`config.mk`:
```
export PLATFORM = sky130hd
export DESIGN_NAME = sync_filter_bank
export DESIGN_NICKNAME = d
export VERILOG_FILES = /design/src/rtl/sync_filter_pkg.sv /design/src/rtl/sync_filter_chan.sv /design/src/rtl/sync_filter_bank.sv
export SDC_FILE = /design/constraint.sdc
export NUM_CORES = 1
export LEC_CHECK = 0
export CORE_ASPECT_RATIO = 1.1
export CORE_MARGIN = 2
export CORE_UTILIZATION = 50
export CTS_CLUSTER_DIAMETER = 40
export CTS_CLUSTER_SIZE = 14
export DETAILED_ROUTE_END_ITERATION = 16
export PLACE_DENSITY_LB_ADDON = 0.08
export SLEW_MARGIN = 40
export SYNTH_ARGS = -nofsm -noshare
export SYNTH_HDL_FRONTEND = slang
export SYNTH_SLANG_ARGS = --single-unit
```
`constraint.sdc`:
```
create_clock -name clk -period 1.3 [get_ports clk]
set_input_delay 0.26 -clock clk [delete_from_list [all_inputs] [get_ports clk]]
set_output_delay 0.26 -clock clk [all_outputs]
set_load 0.05 [all_outputs]
```
`src/rtl/sync_filter_pkg.sv`:
```
// sync_filter_pkg: shared constants and helpers for the sync_filter_bank slice.
//   cnt_width()        - persistence counter width for a given FILT_CYCLES
//   *_MIN / *_MAX      - legal parameter ranges, checked at elaboration
package sync_filter_pkg;

  localparam int unsigned CHANNELS_MIN    = 1;
  localparam int unsigned STAGES_MIN      = 2;
  localparam int unsigned FILT_CYCLES_MIN = 1;
  localparam int unsigned FILT_CYCLES_MAX = 65536;

  // Counter must hold FILT_CYCLES-1; never narrower than one bit.
  function automatic int unsigned cnt_width(input int unsigned filt_cycles);
    return (filt_cycles < 2) ? 1 : $clog2(filt_cycles);
  endfunction

endpackage

```
`src/rtl/sync_filter_chan.sv`:
```
// sync_filter_chan: one input-conditioning channel.
//   clk, rst  - system clock, synchronous active-high reset
//   in_wire   - raw asynchronous input
//   filt_en   - 1: persistence threshold FILT_CYCLES, 0: threshold 1
//   out_wire  - synchronised, filtered level
//   rise/fall - one-cycle strobes on accepted level changes
//   glitch    - one-cycle strobe when a pending change reverted early
module sync_filter_chan
  import sync_filter_pkg::*;
#(
  parameter int unsigned STAGES      = 2,
  parameter int unsigned FILT_CYCLES = 4,
  parameter logic        RST_BIT     = 1'b0
) (
  input  logic clk,
  input  logic rst,
  input  logic in_wire,
  input  logic filt_en,
  output logic out_wire,
  output logic rise,
  output logic fall,
  output logic glitch
);

  localparam int unsigned    CW        = cnt_width(FILT_CYCLES);
  localparam logic [CW-1:0]  FILT_LAST = CW'(FILT_CYCLES - 1);

  logic [STAGES-1:0] sync_q, sync_d;
  logic [CW-1:0]     cnt_q, cnt_d;
  logic              out_q, out_d;
  logic              rise_q, rise_d;
  logic              fall_q, fall_d;
  logic              glitch_q, glitch_d;
  logic              sync_lvl;
  logic [CW-1:0]     thresh_last;

  assign sync_lvl    = sync_q[STAGES-1];
  assign thresh_last = filt_en ? FILT_LAST : '0;

  always_comb begin
    sync_d   = {sync_q[STAGES-2:0], in_wire};
    out_d    = out_q;
    cnt_d    = '0;
    rise_d   = 1'b0;
    fall_d   = 1'b0;
    glitch_d = 1'b0;
    if (sync_lvl == out_q) begin
      glitch_d = (cnt_q != '0);
    end else if (cnt_q >= thresh_last) begin
      // >= rather than == so a threshold lowered mid-count accepts at once
      out_d  = sync_lvl;
      rise_d = sync_lvl;
      fall_d = ~sync_lvl;
    end else begin
      cnt_d = cnt_q + CW'(1);
    end
  end

  always_ff @(posedge clk) begin
    if (rst) begin
      sync_q   <= {STAGES{RST_BIT}};
      out_q    <= RST_BIT;
      cnt_q    <= '0;
      rise_q   <= 1'b0;
      fall_q   <= 1'b0;
      glitch_q <= 1'b0;
    end else begin
      sync_q   <= sync_d;
      out_q    <= out_d;
      cnt_q    <= cnt_d;
      rise_q   <= rise_d;
      fall_q   <= fall_d;
      glitch_q <= glitch_d;
    end
  end

  assign out_wire = out_q;
  assign rise     = rise_q;
  assign fall     = fall_q;
  assign glitch   = glitch_q;

endmodule

```
`src/rtl/sync_filter_bank.sv`:
```
// sync_filter_bank: CHANNELS independent synchroniser + persistence filters.
//   clk, rst  - system clock, synchronous active-high reset
//   in_wire   - raw asynchronous inputs, one bit per channel
//   filt_en   - shared filter enable (0 = bypass, threshold 1)
//   out_wire  - filtered levels
//   rise/fall/glitch - per-channel one-cycle strobes
module sync_filter_bank
  import sync_filter_pkg::*;
#(
  parameter int unsigned          CHANNELS    = 3,
  parameter int unsigned          STAGES      = 2,
  parameter int unsigned          FILT_CYCLES = 4,
  parameter logic [CHANNELS-1:0]  RST_VAL     = '0
) (
  input  logic                clk,
  input  logic                rst,
  input  logic [CHANNELS-1:0] in_wire,
  input  logic                filt_en,
  output logic [CHANNELS-1:0] out_wire,
  output logic [CHANNELS-1:0] rise,
  output logic [CHANNELS-1:0] fall,
  output logic [CHANNELS-1:0] glitch
);

  if (CHANNELS < CHANNELS_MIN) begin : g_bad_channels
    $error("sync_filter_bank: CHANNELS must be >= %0d", CHANNELS_MIN);
  end
  if (STAGES < STAGES_MIN) begin : g_bad_stages
    $error("sync_filter_bank: STAGES must be >= %0d", STAGES_MIN);
  end
  if (FILT_CYCLES < FILT_CYCLES_MIN || FILT_CYCLES > FILT_CYCLES_MAX) begin : g_bad_filt
    $error("sync_filter_bank: FILT_CYCLES must be in %0d..%0d",
           FILT_CYCLES_MIN, FILT_CYCLES_MAX);
  end

  for (genvar i = 0; i < CHANNELS; i++) begin : g_chan
    sync_filter_chan #(
      .STAGES      (STAGES),
      .FILT_CYCLES (FILT_CYCLES),
      .RST_BIT     (RST_VAL[i])
    ) u_chan (
      .clk      (clk),
      .rst      (rst),
      .in_wire  (in_wire[i]),
      .filt_en  (filt_en),
      .out_wire (out_wire[i]),
      .rise     (rise[i]),
      .fall     (fall[i]),
      .glitch   (glitch[i])
    );
  end

endmodule
```
# == Yosys cells after proc, flatten, opt, wreduce, memory -nomap -nowiden ==
# Cells that the tools add are included.
# Widths: inputs -> output; s select.
# classes
add_sub_neg,3
n_lt_le_gt_ge,3
n_eq_ne,3
muxes,1
bitwise_logic,9
n_reduce_logical,15
# ops
operator,n
$reduce_or 3->1,6
$not 1->1,9
$add 2x1->2 const B,3
$ge 2x2->1,3
$reduce_and 2->1,3
$reduce_bool 2->1,3
$reduce_or 2->1,3
$eq 1x1->1,3
$mux 2,1
# word_totals
register_bits,24
wordCells,52

# == Depth between registers and ports, before layout ==
# Gate-level depths: netlist of the first run.
# depth
word_depth,4
mapped_depth,5

# == Cells and area by module ==
# Synthesis of the first run repeated with hierarchy kept, for this count alone.
# hier_totals
cells_unflattened,84
hier_area_um2,994.7
# modules_own_cells
module,instances,cells_per_inst,area_each_um2
sync_filter_chan,3,28,331.6

# == Least setup slack after synthesis of the first run ==
# OpenSTA, ideal clock, no wires.
# synth_path
path_kind,reg2reg
startpoint,reg g_chan[0].u_chan.cnt_q[0]
endpoint,reg g_chan[0].u_chan.out_q
setup_time_ns,0.072
arrival_time_ns,1.102
required_ns,1.228
setup_slack_ns,0.126
path_stages_with_launch,6
cell_sequence,dfxtp_1 -> inv_1 -> ha_1 -> nand2b_4 -> a21oi_2 -> mux2i_1
# synth_between
elab_chain_len,2
# synth_lines
item,line_no,rtl
from (decl),sync_filter_chan.sv:29,"logic [CW-1:0] cnt_q, cnt_d;"
from (signal assigned),sync_filter_chan.sv:70,cnt_q <= cnt_d;
$ge 2x2->1,sync_filter_chan.sv:49,end else if (cnt_q >= thresh_last) begin
$reduce_and 2->1 (no line),--,
to (signal assigned),sync_filter_chan.sv:69,out_q <= out_d;
to (decl),sync_filter_chan.sv:30,"logic out_q, out_d;"
# Every way passes these cells.
# A chain may end at the register's enable or synchronous reset.

# == Worst setup path after layout of the first run ==
# layout_path
startpoint,reg g_chan[2].u_chan.cnt_q[0]
endpoint,reg g_chan[2].u_chan.out_q
# layout_between
elab_chain_len,2
# layout_lines
item,line_no
from (decl),sync_filter_chan.sv:29
from (signal assigned),sync_filter_chan.sv:70
$ge 2x2->1,sync_filter_chan.sv:49
$reduce_and 2->1 (no line),--
to (signal assigned),sync_filter_chan.sv:69
to (decl),sync_filter_chan.sv:30
# Every way passes these cells.

==> flow_metrics.py, run 1 <==
metrics = {
    "timing": {
        "rsz0062_at_grt": "yes",
        "fin_skew_ns": 0.0007125,
        "tns_ns": 0,
        "period_share_pct": 95.66,
        "setup_viol": 0,
        "max_clock_freq_ghz": 0.8041,
        "hold_viol": 0,
        "fin_crit_ns": 1.244,
        "slew-limit-headroom_pct": 83.88,
        "final_max_slew_viol_count": 0,
        "tightest_slew_ns": 0.2385,
    },
    "placement": {
        "port_buffers": 17,
        "placed_cell_area_um2": 1290,
        "hpwl_mm": 1.126,
        "gp_congestion": 0.7388,
        "dp.cells": 130,
    },
    "grt": {
        "grt_max_degree": 13,
        "first_global_vias": 661,
        "grt_pass1_wl_mm": 2.656,
        "grt.total_usage_pct": 14.92,
        "antenna_found_initial": 0,
        "overflow": 0,
    },
    "worst_setup_path": {
        "crit_type": "register to register",
        "crit_path_end_kind": "register",
        "r2r_start": "g_chan[2].u_chan.cnt_q[0]",
        "worstPathArrival_ns": 1.49,
        "crit_path_start_kind": "register",
        "r2r_setup_slack_ns": 0.06,
        "startpoint": "g_chan[2].u_chan.cnt_q[0]",
        "r2r_end": "g_chan[2].u_chan.out_wire",
        "crit_end": "g_chan[2].u_chan.out_wire",
        "required_ns": 1.54,
        "cp_max_fo": 5,
        "r2r_cells": 5,
    },
    "synth": {
        "syn_nets": 111,
        "synth_largest_area_cell": "dfxtp_1",
        "synth_area_leaders": "dfxtp_1, ha_1, buf_4",
        "synthesis.area_um2": 1051,
        "ys_types": 15,
        "seq_area_frac_synth_pct": 45.71,
        "synth_seq_cells": 24,
        "synth_cells": 96,
        "yosysWarningCount": 0,
        "synth_top_area_share_pct": 45.71,
        "syn_avg_cell_area_um2": 10.95,
    },
    "final_layout": {
        "nets": 122,
        "drive_gt1_share_pct": 29.52,
        "post-route-util_pct": 68.09,
        "mostFrequentLayoutCells": "dfxtp_1, buf_12, ha_1",
        "postLayoutCellArea_um2": 1361,
        "final_cell_count_no_fill": 133,
        "antenna_cells": 0,
        "synthToLayoutAreaGrowth_pct": 29.52,
        "mostFrequentLayoutCell": "dfxtp_1",
    },
    "clocking": {
        "cts_buffer_depth": 2,
        "cts-root-buf": "clkbuf_4",
        "tritoncts.num_buffers": 3,
        "postCtsSetupRepairBufs": 0,
        "path_clk_slew_ns": 0.11,
        "htree_levels": 1,
        "cts_tree": "done",
        "cts_sinks": 24,
        "insertion_delay_ns": 0.30,
    },
    "floorplan": {
        "dieHeight_um": 52.09,
        "die_area_um2": 2485,
        "start_util_pct": 52.57,
        "ios": 18,
        "rows": 17,
        "die_w_um": 47.72,
        "design.core.area_um2": 1999,
    },
    "flow_run": {
        "cap_violations": 0,
    },
    "pwr": {
        "p_per_area_nw_per_um2": 913.9,
        "leakagePower_nw": 0.5490,
        "internal_power_uw": 954.9,
        "pwr-share-comb_pct": 13.9,
        "vdd_drop_max_mv": 0.6495,
        "power_frac_seq_pct": 61.7,
        "pwr-share-clk_pct": 24.4,
        "switching_share_pct": 23.25,
        "p_sw_uw": 289.2,
    },
    "detailed_routing": {
        "antenna_left": 0,
        "dr.pass1.iters": 3,
        "vias": 624,
        "drt_wl_total_mm": 1.454,
        "drt_iter0_drc": 4,
        "drc": 0,
        "vias_per_cell": 4.692,
        "wire_per_inst_um": 10.93,
    },
    "worst_hold_path": {
        "min_path_type": "register to register",
    },
    "run_status": {
        "status": "complete, no violations",
    },
}
[state kept, by name (all words and copies together), names as in the netlist]
signal,flops
g_chan.u_chan.sync_q,6
g_chan.u_chan.cnt_q,6
g_chan.u_chan.fall,3
g_chan.u_chan.out_wire,3
g_chan.u_chan.rise,3
g_chan.u_chan.glitch,3
[synthesized netlist by cell type (all sizes together)]
master and count:
and3 6, mux2i 3, nor3b 3, nor2 3, ha 9, xnor2 3, buf 14, inv 7
dfxtp 24, nor4b 6, nor2b 6, a21oi 3, nand2b 9
[layout make-up]
class                      instances  area (um^2)
inverter                           7        26.28
sequential                        24        483.0
timing repair buffer              20        311.5
fill                             159        638.1
tap                               28        35.03
multi-input combinational         51        483.0
clock buffer                       3        22.52
[critical path: stages (launching register included)]
cell and delay (ns):
dfxtp_1 0.33, inv_1 0.05, ha_1 0.27, nand2b_4 0.15, a21oi_4 0.19, mux2i_1 0.19
[power by group through the flow]
stage          logic [mW]  clock network (mW)  registers [mW]
5_1_grt             0.189               0.349           0.770
3_3_place_gp        0.156                   0           0.783
4_1_cts             0.169               0.317           0.767
6_report            0.173               0.304           0.767
3_5_place_dp        0.160                   0           0.783
2_1_floorplan       0.113                   0           0.777
[cell families after synthesis]
family | share of synthesized area (%)
DFF | 45.71
xor gates and xnor gates | 2.500
adders and majority gates | 10.71
AOI/OAI and AO/OA | 2.500
and+or+nand+nor | 22.86
muxes | 2.857
buffers and inverters | 12.86
[how the worst min path moves through the flow]
| stage | startpoint | to | slack (ns) | cells past startpoint |
|---|---|---|---|---|
| 2_1_floorplan | in_wire[2] | g_chan[2].u_chan.sync_q[0] | 0.39 | 1 |
| 3_3_place_gp | g_chan[0].u_chan.sync_q[0] | g_chan[0].u_chan.sync_q[1] | 0.42 | 1 |
| 3_5_place_dp | g_chan[2].u_chan.sync_q[0] | g_chan[2].u_chan.sync_q[1] | 0.42 | 1 |
| 4_1_cts | g_chan[2].u_chan.sync_q[0] | g_chan[2].u_chan.sync_q[1] | 0.45 | 1 |
| 5_1_grt | g_chan[2].u_chan.sync_q[0] | g_chan[2].u_chan.sync_q[1] | 0.47 | 1 |
| 6_report | g_chan[2].u_chan.sync_q[0] | g_chan[2].u_chan.sync_q[1] | 0.45 | 1 |
[per-layer routing]
layer  track usage, %  wire, um  up-vias
li1                 -         -      326
met1            17.81       640      280
met2            25.33       731       14
met3            2.083        58        4
met4            6.757        25        0
met5                0         0        -
[stage by stage]
| step | setup slack [ns] | power (mW) | hold WS [ns] |
|---|---|---|---|
| after floorplan | 0.1263 | 0.8900 | 0.3882 |
| after global placement | -0.4122 | 0.9386 | 0.4201 |
| after detailed placement | -0.4512 | 0.9429 | 0.4237 |
| after CTS | 0.03514 | 1.253 | 0.4518 |
| after global routing | -0.01532 | 1.308 | 0.4691 |
| final | 0.05639 | 1.244 | 0.4500 |
[timing repair]
action	CTS	global route
hold endpoints to repair	0	0
setup endpoints to repair	15	7
pin swaps	1	3
resized for setup	5	6
gates cloned	0	0
hold buffers	0	0
Note: power is estimated with default switching activity, not from simulation.
==> inputs of run 2 (changes only) <==
--- a/config.mk
+++ b/config.mk
@@ -8,7 +8,7 @@
 export CORE_ASPECT_RATIO = 1.1
 export CORE_MARGIN = 2
 export CORE_UTILIZATION = 50
-export CTS_CLUSTER_DIAMETER = 40
+export CTS_CLUSTER_DIAMETER = 30
 export CTS_CLUSTER_SIZE = 14
 export DETAILED_ROUTE_END_ITERATION = 16
 export PLACE_DENSITY_LB_ADDON = 0.08
==> results of run 2 <==
The final DEF is identical to that of run 1; final timing and power are the same.
==> inputs of run 3 (changes only) <==
--- a/config.mk
+++ b/config.mk
@@ -15,4 +15,5 @@
 export SLEW_MARGIN = 40
 export SYNTH_ARGS = -nofsm -noshare
 export SYNTH_HDL_FRONTEND = slang
+export SYNTH_HIERARCHICAL = 1
 export SYNTH_SLANG_ARGS = --single-unit
==> run 3 against run 2 <==
Compared with the run above: cell count grew 1.5%; die area decreased by 4.9%; hold slack improved by 0.0022 ns; worst setup slack gained 0.0033 ns; synthesized cell count is 13% lower; area after synthesis is 5.4% lower; largest power group unchanged.
==> flow_metrics.py, run 3 <==
metrics = {
    "run_status": {
        "status": "complete, no violations",
    },
    "final_layout": {
        "mostFrequentLayoutCells": "dfxtp_1, buf_12, ha_1",
        "synthToLayoutAreaGrowth_pct": 39.87,
        "nets": 125,
        "fill_cells": 115,
        "drive_gt1_share_pct": 32.41,
        "postLayoutCellArea_um2": 1391,
        "post-route-util_pct": 76.37,
        "mostFrequentLayoutCell": "dfxtp_1",
        "multi_input_area_um2": 499.2,
        "antenna_cells": 0,
        "reg_top3": "g_chan.u_chan/cnt_q: 6 flops, g_chan.u_chan/sync_q: 6 flops",
        "seqCellArea_um2": 483.0,
    },
    "detailed_routing": {
        "vias_per_cell": 4.770,
        "wire_per_inst_um": 11.52,
        "drt_wl_total_mm": 1.555,
        "vias": 644,
        "drc": 0,
        "drt_iter0_drc": 2,
        "antenna_left": 0,
        "dr.pass1.iters": 3,
    },
    "synth": {
        "synthTopCellsByCount": "dfxtp_1, ha_1, inv_1",
        "synth_cells": 84,
        "ys.flop_type": "dfxtp_1",
        "syn_avg_cell_area_um2": 11.84,
        "synth_edf_count": 0,
        "synth_largest_area_cell": "dfxtp_1",
        "synthesis.area_um2": 994.7,
        "async_reset_ff_share_pct": 0,
        "seq_area_frac_synth_pct": 48.30,
        "ys_types": 13,
        "yosysMostFrequentCell": "dfxtp_1",
        "synth_seq_cells": 24,
        "synth_area_leaders": "dfxtp_1, ha_1, nor4b_1",
        "synth_top_area_share_pct": 48.30,
        "yosysWarningCount": 6,
        "syn_nets": 99,
    },
    "timing": {
        "hold_viol": 0,
        "tightest_slew_ns": 0.2552,
        "max_clock_freq_ghz": 0.8063,
        "fin_crit_ns": 1.240,
        "tns_ns": 0,
        "fin_skew_ns": 0.001989,
        "timing.hold.ws_ns": 0.4522,
        "setup_viol": 0,
        "final_max_slew_viol_count": 0,
        "setup_slack_ns": 0.05970,
        "slew-limit-headroom_pct": 82.74,
        "period_share_pct": 95.41,
        "rsz0062_at_grt": "yes",
    },
    "grt": {
        "grt_max_degree": 15,
        "grt.total_usage_pct": 16.15,
        "grt_pass1_wl_mm": 2.656,
        "first_global_vias": 646,
        "antenna_found_initial": 0,
        "overflow": 0,
    },
    "worst_setup_path": {
        "worstPathArrival_ns": 1.48,
        "cp_max_fo": 5,
        "required_ns": 1.54,
        "cp_slowest_stage_delay_ns": 0.34,
        "crit_path_end_kind": "register",
        "crit_type": "register to register",
        "crit_path_start_kind": "register",
        "cp_cell_sequence": "inv_2, ha_1, nand2b_4, a21oi_4, mux2i_1",
        "critPathSlowestCell": "dfxtp_2",
    },
    "flow_run": {
        "cap_violations": 0,
    },
    "clocking": {
        "htree_levels": 1,
        "cts_buffer_depth": 2,
        "hold_buffers": 0,
        "tritoncts.num_buffers": 3,
        "path_clk_slew_ns": 0.12,
        "cts_sinks": 24,
        "cts_tree": "done",
        "insertion_delay_ns": 0.30,
        "cts-root-buf": "clkbuf_4",
        "postCtsSetupRepairBufs": 0,
    },
    "floorplan": {
        "rows": 16,
        "die_w_um": 46.53,
        "start_util_pct": 54.60,
        "die_area_um2": 2363,
        "dieHeight_um": 50.78,
        "ios": 18,
        "design.core.area_um2": 1822,
    },
    "pwr": {
        "p_per_area_nw_per_um2": 903.3,
        "leakagePower_nw": 0.5727,
        "vdd_drop_max_mv": 0.6279,
    },
    "worst_hold_path": {
        "min_path_type": "register to register",
    },
    "placement": {
        "placed_cell_area_um2": 1349,
        "place_ws_ns": -0.4498,
        "hpwl_mm": 1.222,
        "port_buffers": 17,
        "gp_congestion": 0.6709,
    },
}
-- run 3: what timing repair did --
| item | in CTS | in global routing |
|---|---|---|
| setup endpoints to repair | 15 | 8 |
| gates resized for setup | 1 | 7 |
| pin swaps | 0 | 3 |
-- run 3: layout make-up --
cell class,instances,share of cell area (%)
Multi-Input combinational cell,51,35.88
Clock buffer,3,1.619
Timing Repair Buffer,21,22.93
Tap cell,27,2.428
Sequential cell,24,34.71
Inverter,9,2.428
-- run 3: where the power goes --
group	leakage (nW)	internal [mW]	switching, mW	total (mW)
Sequential	0.196	0.753	0.0134	0.767
Clock	0.0138	0.108	0.203	0.311
Combinational	0.363	0.0967	0.0816	0.178
Total	0.573	0.958	0.299	1.26
-- run 3: final timing paths --
path,startpoint,to,slack (ns),cells past startpoint
setup / recovery,g_chan[2].u_chan/cnt_q[0],g_chan[2].u_chan/out_wire,0.06,5
hold reg to reg,g_chan[1].u_chan/sync_q[0],g_chan[1].u_chan/sync_q[1],0.45,1
hold / removal,g_chan[1].u_chan/sync_q[0],g_chan[1].u_chan/sync_q[1],0.45,1
setup reg to reg,g_chan[2].u_chan/cnt_q[0],g_chan[2].u_chan/out_wire,0.06,5
-- run 3: cell families (layout without fill, tap and decap cells) --
family          count (synthesis)  after routing  share of synthesized area (%)
flops                          24             24                          48.30
buf+inv                         9             33                          3.396
xor+xnor                        3              3                          2.642
simple gates                   33             33                          26.42
mux                             3              3                          3.019
fa+ha+maj                       9              9                          11.32
compound gates                  3              3                          4.906
-- run 3: worst max-delay path: cells and delay by family, from the launching register on --
family | cells | cell delay (ns)
compound gates | 1 | 0.19
fa+ha+maj | 1 | 0.26
buf+inv | 1 | 0.04
flops | 1 | 0.34
mux | 1 | 0.20
simple gates | 1 | 0.15
-- run 3: per-stage QoR --
| step | total power [mW] | cells |
|---|---|---|
| CTS | 1.270 | 135 |
| global route | 1.316 | 135 |
| global placement | 0.9521 | 132 |
| detailed placement | 0.9587 | 132 |
| floorplan | 0.8814 | 84 |
| finish | 1.257 | 135 |
-- run 3: metal layers --
metal	vias up	routed length (um)	part of all wire (%)	track usage, %
met4	0	15	0.96	5.714
met2	15	759	49	25.23
li1	330	-	-	-
met1	297	713	46	20.72
met3	2	67	4.3	4.676
met5	-	0	0	0
